## src/rtl/ltc2600_pkg.sv

```systemverilog
// ltc2600_pkg: LTC2600 command encoding, frame geometry and receiver state codes
package ltc2600_pkg;
  typedef enum logic [3:0] {
    WRITE_N            = 4'b0000,
    UPDATE_N           = 4'b0001,
    WRITE_N_UPDATE_ALL = 4'b0010,
    WRITE_UPDATE_N     = 4'b0011,
    POWER_DOWN_N       = 4'b0100,
    NOP                = 4'b1111
  } ltc2600_cmd_t;
  localparam logic [3:0] ADDR_ALL = 4'hF;
  localparam int DATA_BITS = 16;
  localparam int FRAME_BITS = 8 + DATA_BITS;
  localparam logic [1:0] ST_IDLE = 2'd0;
  localparam logic [1:0] ST_SHIFT = 2'd1;
  localparam logic [1:0] ST_EXEC = 2'd2;
  function automatic logic [5:0] sat_inc6(input logic [5:0] v);
    return (v == 6'd63) ? v : v + 6'd1;
  endfunction
endpackage

```

## src/rtl/ltc2600_spi_shift_rx.sv

```systemverilog
// ltc2600_spi_shift_rx: frame receiver - shift register, saturating bit counter and IDLE/SHIFT/EXEC sequencing
module ltc2600_spi_shift_rx
  import ltc2600_pkg::*;
#(
  parameter int FB = FRAME_BITS
) (
  input  logic          clk,
  input  logic          rstn,
  input  logic          i_csb,
  input  logic          i_sdi,
  output logic [FB-1:0] o_frame,
  output logic          o_frame_done,
  output logic          o_bit_ok,
  output logic          o_sdo
);
  logic [1:0]    r_state;
  logic [FB-1:0] r_sr;
  logic [5:0]    r_cnt;
  // any csb-low cycle shifts a bit in; a fresh frame restarts the count at 1, csb high after a frame runs one EXEC cycle
  always_ff @(posedge clk or negedge rstn)
    if (!rstn) begin
      r_state <= ST_IDLE;
      r_sr <= '0;
      r_cnt <= '0;
    end else if (!i_csb) begin
      r_state <= ST_SHIFT;
      r_sr <= {r_sr[FB-2:0], i_sdi};
      r_cnt <= (r_state == ST_SHIFT) ? sat_inc6(r_cnt) : 6'd1;
    end else begin
      r_state <= (r_state == ST_SHIFT) ? ST_EXEC : ST_IDLE;
    end
  assign o_frame = r_sr;
  assign o_frame_done = (r_state == ST_EXEC);
  assign o_bit_ok = (r_cnt == 6'(FB));
  assign o_sdo = r_sr[FB-1];
endmodule

```

## src/rtl/ltc2600_spi_responder.sv

```systemverilog
// ltc2600_spi_responder: LTC2600 SPI-slave model - decodes frames into input/DAC registers and power state
module ltc2600_spi_responder
  import ltc2600_pkg::*;
#(
  parameter int DATA_WIDTH = 16,
  parameter int NUM_DACS = 8
) (
  input  logic                           clk,
  input  logic                           rstn,
  input  logic                           csb,
  input  logic                           sdi,
  input  logic                           clrb,
  output logic                           sdo,
  output logic [NUM_DACS*DATA_WIDTH-1:0] dac_value,
  output logic [NUM_DACS-1:0]            dac_powered,
  output logic                           frame_valid,
  output logic                           frame_error,
  output logic [3:0]                     last_cmd,
  output logic [3:0]                     last_addr
);
  localparam int FB = 8 + DATA_WIDTH;
  logic [FB-1:0]                         w_frame;
  logic                                  w_done, w_ok, w_exec, w_wr, w_all, w_arr_rst_n;
  logic [3:0]                            w_cmd, w_addr;
  logic [DATA_WIDTH-1:0]                 w_data;
  logic [NUM_DACS-1:0]                   w_sel, w_pwr_nx, r_pwr;
  logic [NUM_DACS-1:0][DATA_WIDTH-1:0]   r_in, r_dac, w_in_nx, w_dac_nx;
  logic                                  r_valid, r_error;
  logic [3:0]                            r_cmd, r_addr;
  ltc2600_spi_shift_rx #(.FB(FB)) u_rx (
    .clk         (clk),
    .rstn        (rstn),
    .i_csb       (csb),
    .i_sdi       (sdi),
    .o_frame     (w_frame),
    .o_frame_done(w_done),
    .o_bit_ok    (w_ok),
    .o_sdo       (sdo)
  );
  assign w_cmd = w_frame[FB-1 -: 4];
  assign w_addr = w_frame[FB-5 -: 4];
  assign w_data = w_frame[DATA_WIDTH-1:0];
  assign w_exec = w_done & w_ok;
  assign w_wr = (w_cmd == WRITE_N) || (w_cmd == WRITE_N_UPDATE_ALL) || (w_cmd == WRITE_UPDATE_N);
  assign w_all = (w_cmd == WRITE_N_UPDATE_ALL) && (|w_sel);
  // next input/DAC contents: an unmapped address gives an empty select mask and so changes nothing
  always_comb begin
    w_sel = '0;
    w_in_nx = r_in;
    w_dac_nx = r_dac;
    for (int n = 0; n < NUM_DACS; n++) begin
      w_sel[n] = (w_addr == ADDR_ALL) || (int'(w_addr) == n);
      w_in_nx[n] = (w_sel[n] && w_wr) ? w_data : r_in[n];
      w_dac_nx[n] = w_all ? w_in_nx[n] :
                    (w_sel[n] && w_cmd == UPDATE_N) ? r_in[n] :
                    (w_sel[n] && w_cmd == WRITE_UPDATE_N) ? w_data : r_dac[n];
    end
  end
  assign w_pwr_nx = w_all ? '1 :
                    (w_cmd == UPDATE_N || w_cmd == WRITE_UPDATE_N) ? (r_pwr | w_sel) :
                    (w_cmd == POWER_DOWN_N) ? (r_pwr & ~w_sel) : r_pwr;
  assign w_arr_rst_n = rstn & clrb;
  // input/DAC registers: clrb clears them asynchronously and holds them at zero, so it beats a concurrent write
  always_ff @(posedge clk or negedge w_arr_rst_n)
    if (!w_arr_rst_n) begin
      r_in <= '0;
      r_dac <= '0;
    end else if (w_exec) begin
      r_in <= w_in_nx;
      r_dac <= w_dac_nx;
    end
  // power mask, result pulses and last command/address; clrb does not touch these
  always_ff @(posedge clk or negedge rstn)
    if (!rstn) begin
      r_pwr <= '0;
      r_valid <= 1'b0;
      r_error <= 1'b0;
      r_cmd <= '0;
      r_addr <= '0;
    end else begin
      r_valid <= w_exec;
      r_error <= w_done & ~w_ok;
      if (w_exec) r_pwr <= w_pwr_nx;
      if (w_done) begin
        r_cmd <= w_cmd;
        r_addr <= w_addr;
      end
    end
  assign dac_value = r_dac;
  assign dac_powered = r_pwr;
  assign frame_valid = r_valid;
  assign frame_error = r_error;
  assign last_cmd = r_cmd;
  assign last_addr = r_addr;
endmodule

```

## config.mk

```make
export PLATFORM = sky130hd
export DESIGN_NAME = ltc2600_spi_responder
export DESIGN_NICKNAME = d
export VERILOG_FILES = /design/src/rtl/ltc2600_pkg.sv /design/src/rtl/ltc2600_spi_shift_rx.sv /design/src/rtl/ltc2600_spi_responder.sv
export SDC_FILE = /design/constraint.sdc
export NUM_CORES = 1
export LEC_CHECK = 0
export CORE_AREA = 2 2 215 217
export CTS_BUF_LIST = sky130_fd_sc_hd__clkbuf_4 sky130_fd_sc_hd__clkbuf_8
export DETAILED_ROUTE_END_ITERATION = 7
export DIE_AREA = 0 0 217 219
export GPL_TIMING_DRIVEN = 1
export MAX_ROUTING_LAYER = met4
export PLACE_DENSITY_LB_ADDON = 0.2
export SLEW_MARGIN = 10
export SYNTH_ARGS = -nofsm -noshare
export SYNTH_HDL_FRONTEND = slang
export SYNTH_SLANG_ARGS = --single-unit
export TNS_END_PERCENT = 10
```

## constraint.sdc

```tcl
create_clock -name clk -period 15.63 [get_ports clk]
set_input_delay 3.126 -clock clk [delete_from_list [all_inputs] [get_ports clk]]
set_output_delay 3.126 -clock clk [all_outputs]
set_load 0.01 [all_outputs]
```

# ---- Word level (Yosys, flattened, before mapping)
# Cells that the tools add are included.
# Widths: inputs -> output; s select.
dict set report word_totals {
  elab_cells 147
  inputBits 5
  out_inout_bits 147
  reg_bits 306
}
dict set report op_classes {
  muxes 39
  n_bitwise 8
  n_addsub 1
  n_reduce_logical 58
  eq_ne 17
}
# op n
set ops {}
lappend ops {{$mux 16} 32}
lappend ops {{$reduce_bool 3->1} 9}
lappend ops {{$logic_and 1x1->1} 25}
lappend ops {{$mux 8} 3}
lappend ops {{$eq 4x4->1 const B} 5}
lappend ops {{$reduce_and 2->1} 10}
lappend ops {{$eq 4x2->1 const B} 3}
lappend ops {{$eq 4x3->1 const B} 3}
lappend ops {{$mux 6} 2}
lappend ops {{$logic_or 1x1->1} 11}
lappend ops {{$and 8x8->8} 1}
lappend ops {{$logic_not 4->1} 2}
lappend ops {{$not 8->8} 1}
lappend ops {{$or 8x8->8} 1}
lappend ops {{$reduce_or 8->1} 1}
lappend ops {{$add 6x1->6 const B} 1}
lappend ops {{$eq 6x5->1 const B} 1}
lappend ops {{$eq 6x6->1 const B} 1}
lappend ops {{$eq 4x1->1 const B} 1}
lappend ops {{$mux 2} 2}
lappend ops {{$and 1x1->1} 3}
lappend ops {{$eq 2x1->1 const B} 1}
lappend ops {{$eq 2x2->1 const B} 1}
lappend ops {{$ne 2x2->1 const B} 1}
lappend ops {{$not 1->1} 2}

# ---- Longest topological paths before layout
# Gate-level depths: netlist of run 1.
dict set report depth {
  ltp_word 7
  mapped_depth 9
}

# ---- By module
# From an unflattened synthesis of run 1, not the netlist that was laid out.
dict set report unflattened {
  cells_unflattened 1053
  hier_area_um2 13291.5
}
# mod cells_per_inst area_per_inst_um2 seq_area_each_um2 n_inst
set by_module_without_submodules {}
lappend by_module_without_submodules {ltc2600_spi_responder 960 11972.7 6856.6 1}
lappend by_module_without_submodules {ltc2600_spi_shift_rx 93 1318.8 800.8 1}

# ---- Least setup slack after synthesis of run 1
# Ideal clock, no wire load.
dict set report synth_path {
  path_kind {input-to-reg}
  start {input port csb}
  end {register u_rx.r_sr[10], in the netlist u_rx.o_frame[10]}
  cell_stages 3
  setup_time_ns 0.125
  t_required_ns 15.505
  path_slack_ns 11.404
  n_path_buf 2
  arrival_ns 4.101
  path_cell_list {clkbuf_1 -> buf_1 -> mux2_2}
}
# item line
set synth_lines {}
lappend synth_lines {{from (decl)} ltc2600_spi_responder.sv:10} ;# input logic csb,
lappend synth_lines {{to (signal assigned)} ltc2600_spi_shift_rx.sv:27} ;# r_sr <= {r_sr[FB-2:0], i_sdi};
lappend synth_lines {{to (decl)} ltc2600_spi_shift_rx.sv:17} ;# logic [FB-1:0] r_sr;
# No word-level cell between the ends.

==> results of run 1 <==
-- cell usage after synthesis (6+ instances only) --
cell type / n / share of area, %
a221oi_1: 65 / 3.7
a31oi_1: 7 / 0.28
buf_6: 7 / 0.51
inv_1: 32 / 0.77
o21ai_0: 109 / 3.5
a22oi_1: 14 / 0.67
a21oi_1: 159 / 5.1
buf_2: 45 / 1.4
buf_4: 13 / 0.63
a21o_1: 53 / 2.6
a22o_1: 48 / 2.7
nand2_1: 241 / 5.8
o31ai_1: 19 / 0.92
nand3_1: 6 / 0.19
dfrtp_1: 306 / 49
mux2i_1: 126 / 8.1
o21ai_1: 21 / 0.67
nor2_1: 26 / 0.63
clkbuf_1: 80 / 1.9
mux2_2: 90 / 6.5
-- final cells by class --
| class | instances | area share, % |
|---|---|---|
| Sequential cell | 306 | 41.4 |
| Multi-Input combinational cell | 1046 | 38.4 |
| Timing Repair Buffer | 181 | 9.36 |
| Clock buffer | 88 | 5.87 |
| Tap cell | 600 | 4.06 |
| Inverter | 32 | 0.649 |
| Clock inverter | 9 | 0.243 |
-- worst paths after layout --
check | slack, ns | depth (start not counted) | from | to
max | 10.67 | 4 | rstn | dac_value[122]$_DFFE_PN0P_
min | 0.48 | 1 | dac_value[65]$_DFFE_PN0P_ | dac_value[65]$_DFFE_PN0P_
max reg2reg | 11.44 | 7 | u_rx.o_frame[16]$_DFFE_PN0N_ | dac_value[18]$_DFFE_PN0P_
min reg2reg | 0.48 | 1 | dac_value[65]$_DFFE_PN0P_ | dac_value[65]$_DFFE_PN0P_
max in group clk | 10.69 | 1 | u_rx.o_frame[23]$_DFFE_PN0N_ | sdo
min in group asynchronous | 2.61 | 2 | rstn | u_rx.o_frame[1]$_DFFE_PN0N_
-- per-layer routing --
| metal | track usage (%) | up-vias | wire (µm) |
|---|---|---|---|
| li1 | - | 5713 | - |
| met1 | 28.0 | 6153 | 21700 |
| met2 | 30.4 | 339 | 21300 |
| met3 | 3.56 | 91 | 2430 |
| met4 | 5.89 | 0 | 1190 |
| met5 | - | - | 0 |
-- sequential cells by signal (all words and copies together) (netlist names) --
name,cells
u_rx.o_frame,24
dac_value,128
u_rx.r_state,2
frame_error,1
last_cmd,4
frame_valid,1
dac_powered,8
last_addr,4
r_in,128
u_rx.r_cnt,6
-- cells by family (layout without fill, tap and decap cells) --
logic type,count (synthesis),after routing,synth area share [%]
AOI/OAI and AO/OA,509,509,21.1
xor gates and xnor gates,3,3,0.169
buffers and inverters,182,310,5.61
and+or+nand+nor,316,316,9.27
muxes,216,216,14.6
adders and majority gates,2,2,0.161
DFF,306,306,49.1
-- critical path, delay by kind of cell --
family | cells | cell delay (ns)
buffers and inverters | 3 | 1.50
AND/OR/NAND/NOR | 1 | 0.73
-- through the flow --
step | hold slack [ns] | total power, mW
5_1_grt | 0.495 | 2.26
3_5_place_dp | 0.467 | 1.38
3_3_place_gp | 0.463 | 1.37
4_1_cts | 0.482 | 2.17
2_1_floorplan | 0.460 | 1.22
6_report | 0.477 | 2.15
-- power groups by stage --
stage               Combinational (mW)  Sequential [mW]  Clock [mW]
floorplan                        0.376            0.847           0
global placement                 0.439            0.932           0
detailed placement               0.447            0.933           0
CTS                              0.448            0.919       0.806
global route                     0.496            0.926       0.839
finish                           0.445            0.921       0.780
==> run_results.csv, run 1 <==
group,metric,value,unit
global_route,first_global_vias,11800,
sta,worst_pin_slew,1.26,ns
final_layout,stdcell_area,0.0185,mm²
critical_path,start_kind,"input port",
clock_network,cts_sinks,306,
power,internal_power,1.39,mW
power,switchingPower,753,µW
final_layout,drive_above_1_share,15.5,%
synthesis,yosysWarnings,0,
sta,fin_ws,10.67,ns
route,drcViolationCount,0,
power,powerDensity,116,mW/mm²
synthesis,syn_area,0.0156,mm²
synthesis,synth_area_per_cell,10.2,µm²
place,dp_cells,2165,
critical_path,critPathCaptureType,"asynchronous set/reset pin",
synthesis,async_flop_share,100,%
floorplan,chipWidth,217,µm
flow_run,drv_cap,0,
place,portBuffers,151,
clock_network,cts_buffer_depth,3,
clock_network,post-cts-setup-buffers,0,
critical_path,critical_path_required,16.22,ns
final_layout,multi_input_area,0.00711,mm²
critical_path,slowest_stage,"buf_4",
route,routed_wl,46700,µm
power,seqPwrFrac,42.9,%
place,place_area,0.0174,mm²
route,ant_nets,0,
critical_path,slowest_delay,0.88,ns
place,pre_cts_ws,9.88,ns
sta,fin_crit_sh,31.7,%
place,place.gp.congestion,0.780,
power,leakage,7.99,nW
route,vias,12300,
power,power_frac_comb,20.7,%
clock_network,cts_resized,0,
sta,fin_skew,0.0277,ns
floorplan,fp-row-count,78,
final_layout,fillers,4400,
floorplan,io_pins,152,
clock_network,cts_tree,"yes",
sta,relSlewSlack,16.3,%
final_layout,antennaDiodeCount,0,
clock_network,cts.clk_slew.worst_paths,0.06,ns
power,p_clk_share,36.3,%
clock_network,worstSkewPairLatency,0.65,ns
synthesis,synthDistinctLibCells,55,
final_layout,final_common_cell,"dfrtp_1",
global_route,grt_usage,20.2,%
floorplan,dieHeight,219,µm
clock_network,htree_levels,2,
floorplan,initial_core_util,34.6,%
route,viasPerCell,5.44,
final_layout,fin_cells,2262,
power,ir_worst_vdd,0.0000664,V
final_layout,final_util,41.0,%
synthesis,synth_edf_count,0,
synthesis,ys_seq_elements,306,
sta,fin_crit,4.96,ns
sta,finalHoldViolCount,0,
floorplan,die_area,0.0475,mm²
critical_path,worstPathMaxFanout,76,
critical_path,criticalPathCategory,"in2async",
sta,drv_slew,0,
synthesis,synth_flop_cell,"dfrtp_1",
place,dp_hpwl,27500,µm
final_layout,nets,1629,
final_layout,synthToLayoutAreaGrowth,18.7,%
route,first_iter_violations,1011,
critical_path,worst_path_most_repeated_cell,"buf_4",
run_status,status,"finished, final reports clean",
power,switching_share,35.1,%
critical_path,cp.arrival,5.55,ns
critical_path,crit_chain,"buf_2 > buf_4 > and2_4 > buf_4",
route,detail_route.wl_per_cell,20.6,µm
synthesis,yosysSeqAreaShare,49.1,%
sta,finalSetupViolations,0,
global_route,grt_max_degree,101,
clock_network,numCtsBuffers,55,
synthesis,synthCells,1534,
clock_network,ctsHoldBuffers,0,
floorplan,core_area,0.0451,mm²
sta,finalSetupTns,0,ns
global_route,grt_overflow_total,0,
global_route,antenna_found_initial,0,
global_route,grt_pass1_wl,72300,µm
sta,rsz0062_at_grt,"false",
sta,fmax,202,MHz
worst_hold_path,hold_class,"reg2reg",
final_layout,layout_common_cells,"dfrtp_1 (306), nand2_1 (241), a21oi_1 (159)",
synthesis,syn_nets,1541,
clock_network,cts-root-buf,"clkbuf_8",
route,firstDrtPassIters,7,
final_layout,seqCellArea,0.00766,mm²
Note: power is estimated with default switching activity, not from simulation.
==> run 2: changes to the inputs <==
==> constraint.sdc (replaced) <==
create_clock -name clk -period 4.09 [get_ports clk]
set_input_delay 0.818 -clock clk [delete_from_list [all_inputs] [get_ports clk]]
set_output_delay 0.818 -clock clk [all_outputs]
set_load 0.01 [all_outputs]
==> run 2 against run 1 <==
Via count up 1.2%. Clock-buffer cell count increased by 3. First-iteration DRC count rose by 0.30%. Highest routed layer unchanged. Die area is the same. Clock power increased to 3.9 times the previous value. Sequential power rose to 3.8 times the previous value. Register-to-register slack worse by 10 ns. Clock skew decreased by 0.0057 ns. Hold slack worse by 0.26 ns. Wire length grew 1.2%. Sequential share of layout area decreased by 0.37 points.
==> run_results.csv, run 2 (synthesized netlist as in run 1, its figures left out) <==
group,metric,value,unit
critical_path,rr_endpoint,"dac_value[61]$_DFFE_PN0P_",
route,vias,12400,
critical_path,critPathCaptureType,"flip-flop",
clock_network,worstSkewPairLatency,0.64,ns
global_route,first_global_vias,12300,
final_layout,fillers,4379,
sta,finalSetupViolations,0,
floorplan,die_area,0.0475,mm²
sta,rsz0062_at_grt,"false",
global_route,antenna_found_initial,0,
final_layout,multi_input_area,0.00710,mm²
place,dp_cells,2181,
sta,drv_slew,0,
worst_hold_path,hold_class,"in2async",
global_route,grt_max_degree,100,
critical_path,start_kind,"flip-flop",
clock_network,cts_sinks,306,
floorplan,core_area,0.0451,mm²
sta,relSlewSlack,20.0,%
clock_network,cts.clk_slew.worst_paths,0.06,ns
place,portBuffers,151,
place,pre_cts_ws,1.16,ns
run_status,status,"finished, final reports clean",
floorplan,initial_core_util,34.6,%
critical_path,worstPathMaxFanout,92,
critical_path,crit_chain,"nand3_1 > a21o_4 > buf_4 > a21oi_1 > a22o_1",
critical_path,criticalPathCategory,"reg2reg",
sta,fin_crit,2.94,ns
clock_network,cts-root-buf,"clkbuf_8",
place,place.gp.congestion,0.770,
floorplan,fp-row-count,78,
final_layout,layout_common_cells,"dfrtp_1 (306), nand2_1 (241), a21oi_1 (159)",
route,viasPerCell,5.47,
clock_network,ctsHoldBuffers,0,
sta,finalSetupTns,0,ns
route,drcViolationCount,0,
place,dp_hpwl,28300,µm
route,ant_nets,0,
clock_network,post-cts-setup-buffers,0,
sta,worst_pin_slew,1.20,ns
critical_path,r2r-start,"u_rx.o_frame[18]$_DFFE_PN0N_",
flow_run,drv_cap,0,
sta,fmax,340,MHz
route,first_iter_violations,1014,
global_route,grt_usage,20.5,%
critical_path,ff2ff_path_depth,5,
final_layout,fin_cells,2275,
clock_network,cts_tree,"yes",
power,powerDensity,444,mW/mm²
final_layout,nets,1646,
final_layout,antennaDiodeCount,0,
sta,finalHoldViolCount,0,
global_route,grt_overflow_total,0,
floorplan,dieHeight,219,µm
clock_network,cts_buffer_depth,3,
final_layout,synthToLayoutAreaGrowth,19.8,%
final_layout,seqCellArea,0.00766,mm²
sta,fin_crit_sh,72.0,%
critical_path,regToRegSetupSlack,1.15,ns
route,routed_wl,47300,µm
power,leakage,8.07,nW
critical_path,cp.arrival,3.46,ns
final_layout,final_util,41.4,%
sta,fin_skew,0.0221,ns
route,detail_route.wl_per_cell,20.8,µm
clock_network,numCtsBuffers,56,
global_route,grt_pass1_wl,73400,µm
floorplan,chipWidth,217,µm
critical_path,slowest_delay,0.90,ns
clock_network,htree_levels,2,
final_layout,drive_above_1_share,16.1,%
clock_network,cts_resized,0,
sta,fin_ws,1.15,ns
critical_path,slowest_stage,"a21o_4",
route,firstDrtPassIters,6,
final_layout,final_common_cell,"dfrtp_1",
power,ir_worst_vdd,0.000239,V
critical_path,critical_path_required,4.61,ns
floorplan,io_pins,152,
==> run 2: layout make-up <==
| cell class | count | share of cell area (%) |
|---|---|---|
| clock buffer | 91 | 6.04 |
| clock inverter | 3 | 0.107 |
| inverter | 32 | 0.643 |
| multi-input combinational | 1046 | 38.0 |
| sequential | 306 | 41.0 |
| tap | 600 | 4.02 |
| timing repair buffer | 197 | 10.1 |
==> run 2: how the worst max path moves through the flow <==
stage	from	endpoint	slack, ns	cells after the start
2_1_floorplan	rstn	dac_value[0]$_DFFE_PN0P_	0.90	1
3_5_place_dp	u_rx.o_frame[17]$_DFFE_PN0N_	dac_value[86]$_DFFE_PN0P_	1.16	6
5_1_grt	u_rx.o_frame[18]$_DFFE_PN0N_	dac_value[88]$_DFFE_PN0P_	0.89	6
3_3_place_gp	u_rx.o_frame[19]$_DFFE_PN0N_	dac_value[75]$_DFFE_PN0P_	1.24	5
4_1_cts	u_rx.o_frame[18]$_DFFE_PN0N_	dac_value[88]$_DFFE_PN0P_	1.13	6
6_report	u_rx.o_frame[18]$_DFFE_PN0N_	dac_value[61]$_DFFE_PN0P_	1.15	5
==> run 2: power breakdown <==
part / internal, mW / total, mW / switching [mW] / leakage (nW)
Combinational: 0.565 / 1.80 / 1.24 / 3.26
Clock: 1.72 / 3.02 / 1.30 / 0.607
Sequential: 3.12 / 3.47 / 0.349 / 4.21
Total: 5.40 / 8.28 / 2.88 / 8.07
==> run 2: metal layers <==
metal  part of all wire (%)  global-route usage (%)
met3                    5.1                    4.06
met1                     46                    27.5
met4                    2.7                    6.55
met2                     46                    31.2
met5                      0                       -
==> run 2: critical path, delay by kind of cell (launching register included) <==
| kind | cells | cell delay, ns |
|---|---|---|
| DFF | 1 | 0.58 |
| buffers and inverters | 1 | 0.52 |
| and+or+nand+nor | 1 | 0.39 |
| AOI/OAI and AO/OA | 3 | 1.24 |
==> run 2: stage by stage <==
step                area [µm²]  total power [mW]  hold slack, ns
CTS                      18700              8.38           0.184
floorplan                15600              4.68           0.460
finish                   18700              8.28           0.218
global route             18700              8.71           0.200
detailed placement       17500              5.32           0.470
global placement         17500              5.29           0.464
==> run 3: changes to the inputs <==
==> constraint.sdc (replaced) <==
create_clock -name clk -period 3.05 [get_ports clk]
set_input_delay 0.61 -clock clk [delete_from_list [all_inputs] [get_ports clk]]
set_output_delay 0.61 -clock clk [all_outputs]
set_load 0.01 [all_outputs]
==> run 3 against run 2 <==
First-iteration DRC count is 7.8% lower. Highest routed layer unchanged. Clock-buffer cell count is 6 lower. Critical endpoint is now dac_value[70]$_DFFE_PN0P_. Final cell count is 1.6% higher. Critical path type unchanged.
==> run_results.csv, run 3 (synthesized netlist as in run 1, its figures left out) <==
group,metric,value,unit
run_status,status,"finished, final reports clean",
final_layout,final_common_cell,"dfrtp_1",
final_layout,layout_common_cells,"dfrtp_1 (306), nand2_1 (241), a21oi_1 (159)",
sta,fmax,375,MHz
sta,whs,0.0605,ns
critical_path,criticalPathCategory,"reg2reg",
place,dp_hpwl,30300,µm
final_layout,nets,1681,
sta,drv_slew,0,
final_layout,synthToLayoutAreaGrowth,21.8,%
route,routed_wl,48000,µm
sta,finalSetupTns,0,ns
sta,finalHoldViolCount,0,
final_layout,stdcell_area,0.0190,mm²
final_layout,final_util,42.1,%
global_route,grt_overflow_total,0,
global_route,first_global_vias,12600,
floorplan,chipWidth,217,µm
route,detail_route.wl_per_cell,20.8,µm
power,leakage,8.27,nW
worst_hold_path,hold_class,"in2async",
clock_network,htree_levels,2,
clock_network,cts_buffer_depth,3,
sta,fin_crit,2.67,ns
route,viasPerCell,5.45,
floorplan,core_area,0.0451,mm²
route,firstDrtPassIters,5,
route,first_iter_violations,935,
clock_network,cts_sinks,306,
sta,relSlewSlack,23.2,%
clock_network,cts.clk_slew.worst_paths,0.06,ns
final_layout,fillers,4372,
place,dp_cells,2219,
route,drcViolationCount,0,
clock_network,post-cts-setup-buffers,0,
flow_run,drv_cap,0,
global_route,grt_max_degree,100,
clock_network,cts_tree,"yes",
floorplan,initial_core_util,34.6,%
critical_path,slowest_stage,"dfrtp_1",
sta,finalSetupViolations,0,
critical_path,worstPathMaxFanout,18,
clock_network,cts-root-buf,"clkbuf_8",
critical_path,path_buf_inv,1,
sta,fin_skew,0.0219,ns
critical_path,critical_path_required,3.63,ns
floorplan,die_area,0.0475,mm²
critical_path,cp.arrival,3.24,ns
floorplan,dieHeight,219,µm
clock_network,numCtsBuffers,53,
critical_path,start_kind,"flip-flop",
place,portBuffers,151,
place,pre_cts_ws,0.422,ns
power,power.total,11.3,mW
clock_network,worstSkewPairLatency,0.64,ns
route,ant_nets,0,
critical_path,slowest_delay,0.63,ns
floorplan,io_pins,152,
critical_path,ff2ff_path_depth,6,
sta,worst_pin_slew,1.15,ns
critical_path,cp.depth,6,
clock_network,cts_resized,0,
power,powerDensity,593,mW/mm²
global_route,grt_pass1_wl,75000,µm
global_route,grt_usage,20.9,%
critical_path,critPathCaptureType,"flip-flop",
place,place_area,0.0178,mm²
floorplan,fp-row-count,78,
route,vias,12600,
sta,rsz0062_at_grt,"false",
final_layout,fin_cells,2312,
clock_network,ctsHoldBuffers,0,
power,ir_worst_vdd,0.000263,V
critical_path,crit_chain,"nand4_1 > a21oi_2 > buf_4 > a21oi_1 > a221oi_1 > a21o_1",
sta,fin_crit_sh,87.4,%
critical_path,critical_path.top_delay_family,"compound AO/OA/AOI/OAI gates",
global_route,antenna_found_initial,0,
final_layout,drive_above_1_share,17.8,%
sta,fin_ws,0.385,ns
place,place.gp.congestion,0.781,
## run 3: changes by cell type in the layout (fill, tap and decap cells not counted), sizes merged
| cell | before | now |
|---|---|---|
| clkinv | 1 | 5 |
| clkinvlp | 2 | 1 |
| clkbuf | 91 | 85 |
| buf | 47 | 85 |
| bufinv | 0 | 1 |
| diode | 0 | 1 |
## run 3: final cells by class
cell class	count	area, µm²	share of cell area [%]
multi-input cells	1046	7100	37.4
flip-flops and latches	306	7660	40.3
clock buffers	85	1080	5.67
diodes	1	2.50	0.0132
clock inverters	7	62.6	0.330
repair buffers	235	2210	11.7
well taps	600	751	3.95
inverters	32	120	0.633
## run 3: final timing paths
kind                                         startpoint                        end  slack, ns
setup / recovery           u_rx.o_frame[16]$_DFFE_PN0N_  dac_value[70]$_DFFE_PN0P_       0.38
hold / removal                                     rstn  dac_value[11]$_DFFE_PN0P_       0.06
setup reg to reg           u_rx.o_frame[16]$_DFFE_PN0N_  dac_value[70]$_DFFE_PN0P_       0.38
hold reg to reg               dac_value[69]$_DFFE_PN0P_  dac_value[69]$_DFFE_PN0P_       0.47
max in group asynchronous                          clrb  dac_value[87]$_DFFE_PN0P_       1.84
min in group clk              dac_value[69]$_DFFE_PN0P_  dac_value[69]$_DFFE_PN0P_       0.47
## run 3: layer usage
metal | up-vias | GRT usage (%) | part of all wire, %
met4 | 0 | 5.87 | 2.4
met2 | 322 | 32.2 | 46
met1 | 6375 | 28.2 | 47
met5 | - | - | 0
met3 | 79 | 3.76 | 4.9
li1 | 5827 | - | -
## run 3: power breakdown
part	leakage (nW)	internal, mW	switching (mW)
combinational	3.46	0.866	1.70
clock	0.606	2.30	1.75
sequential	4.21	4.18	0.459
total	8.27	7.34	3.91
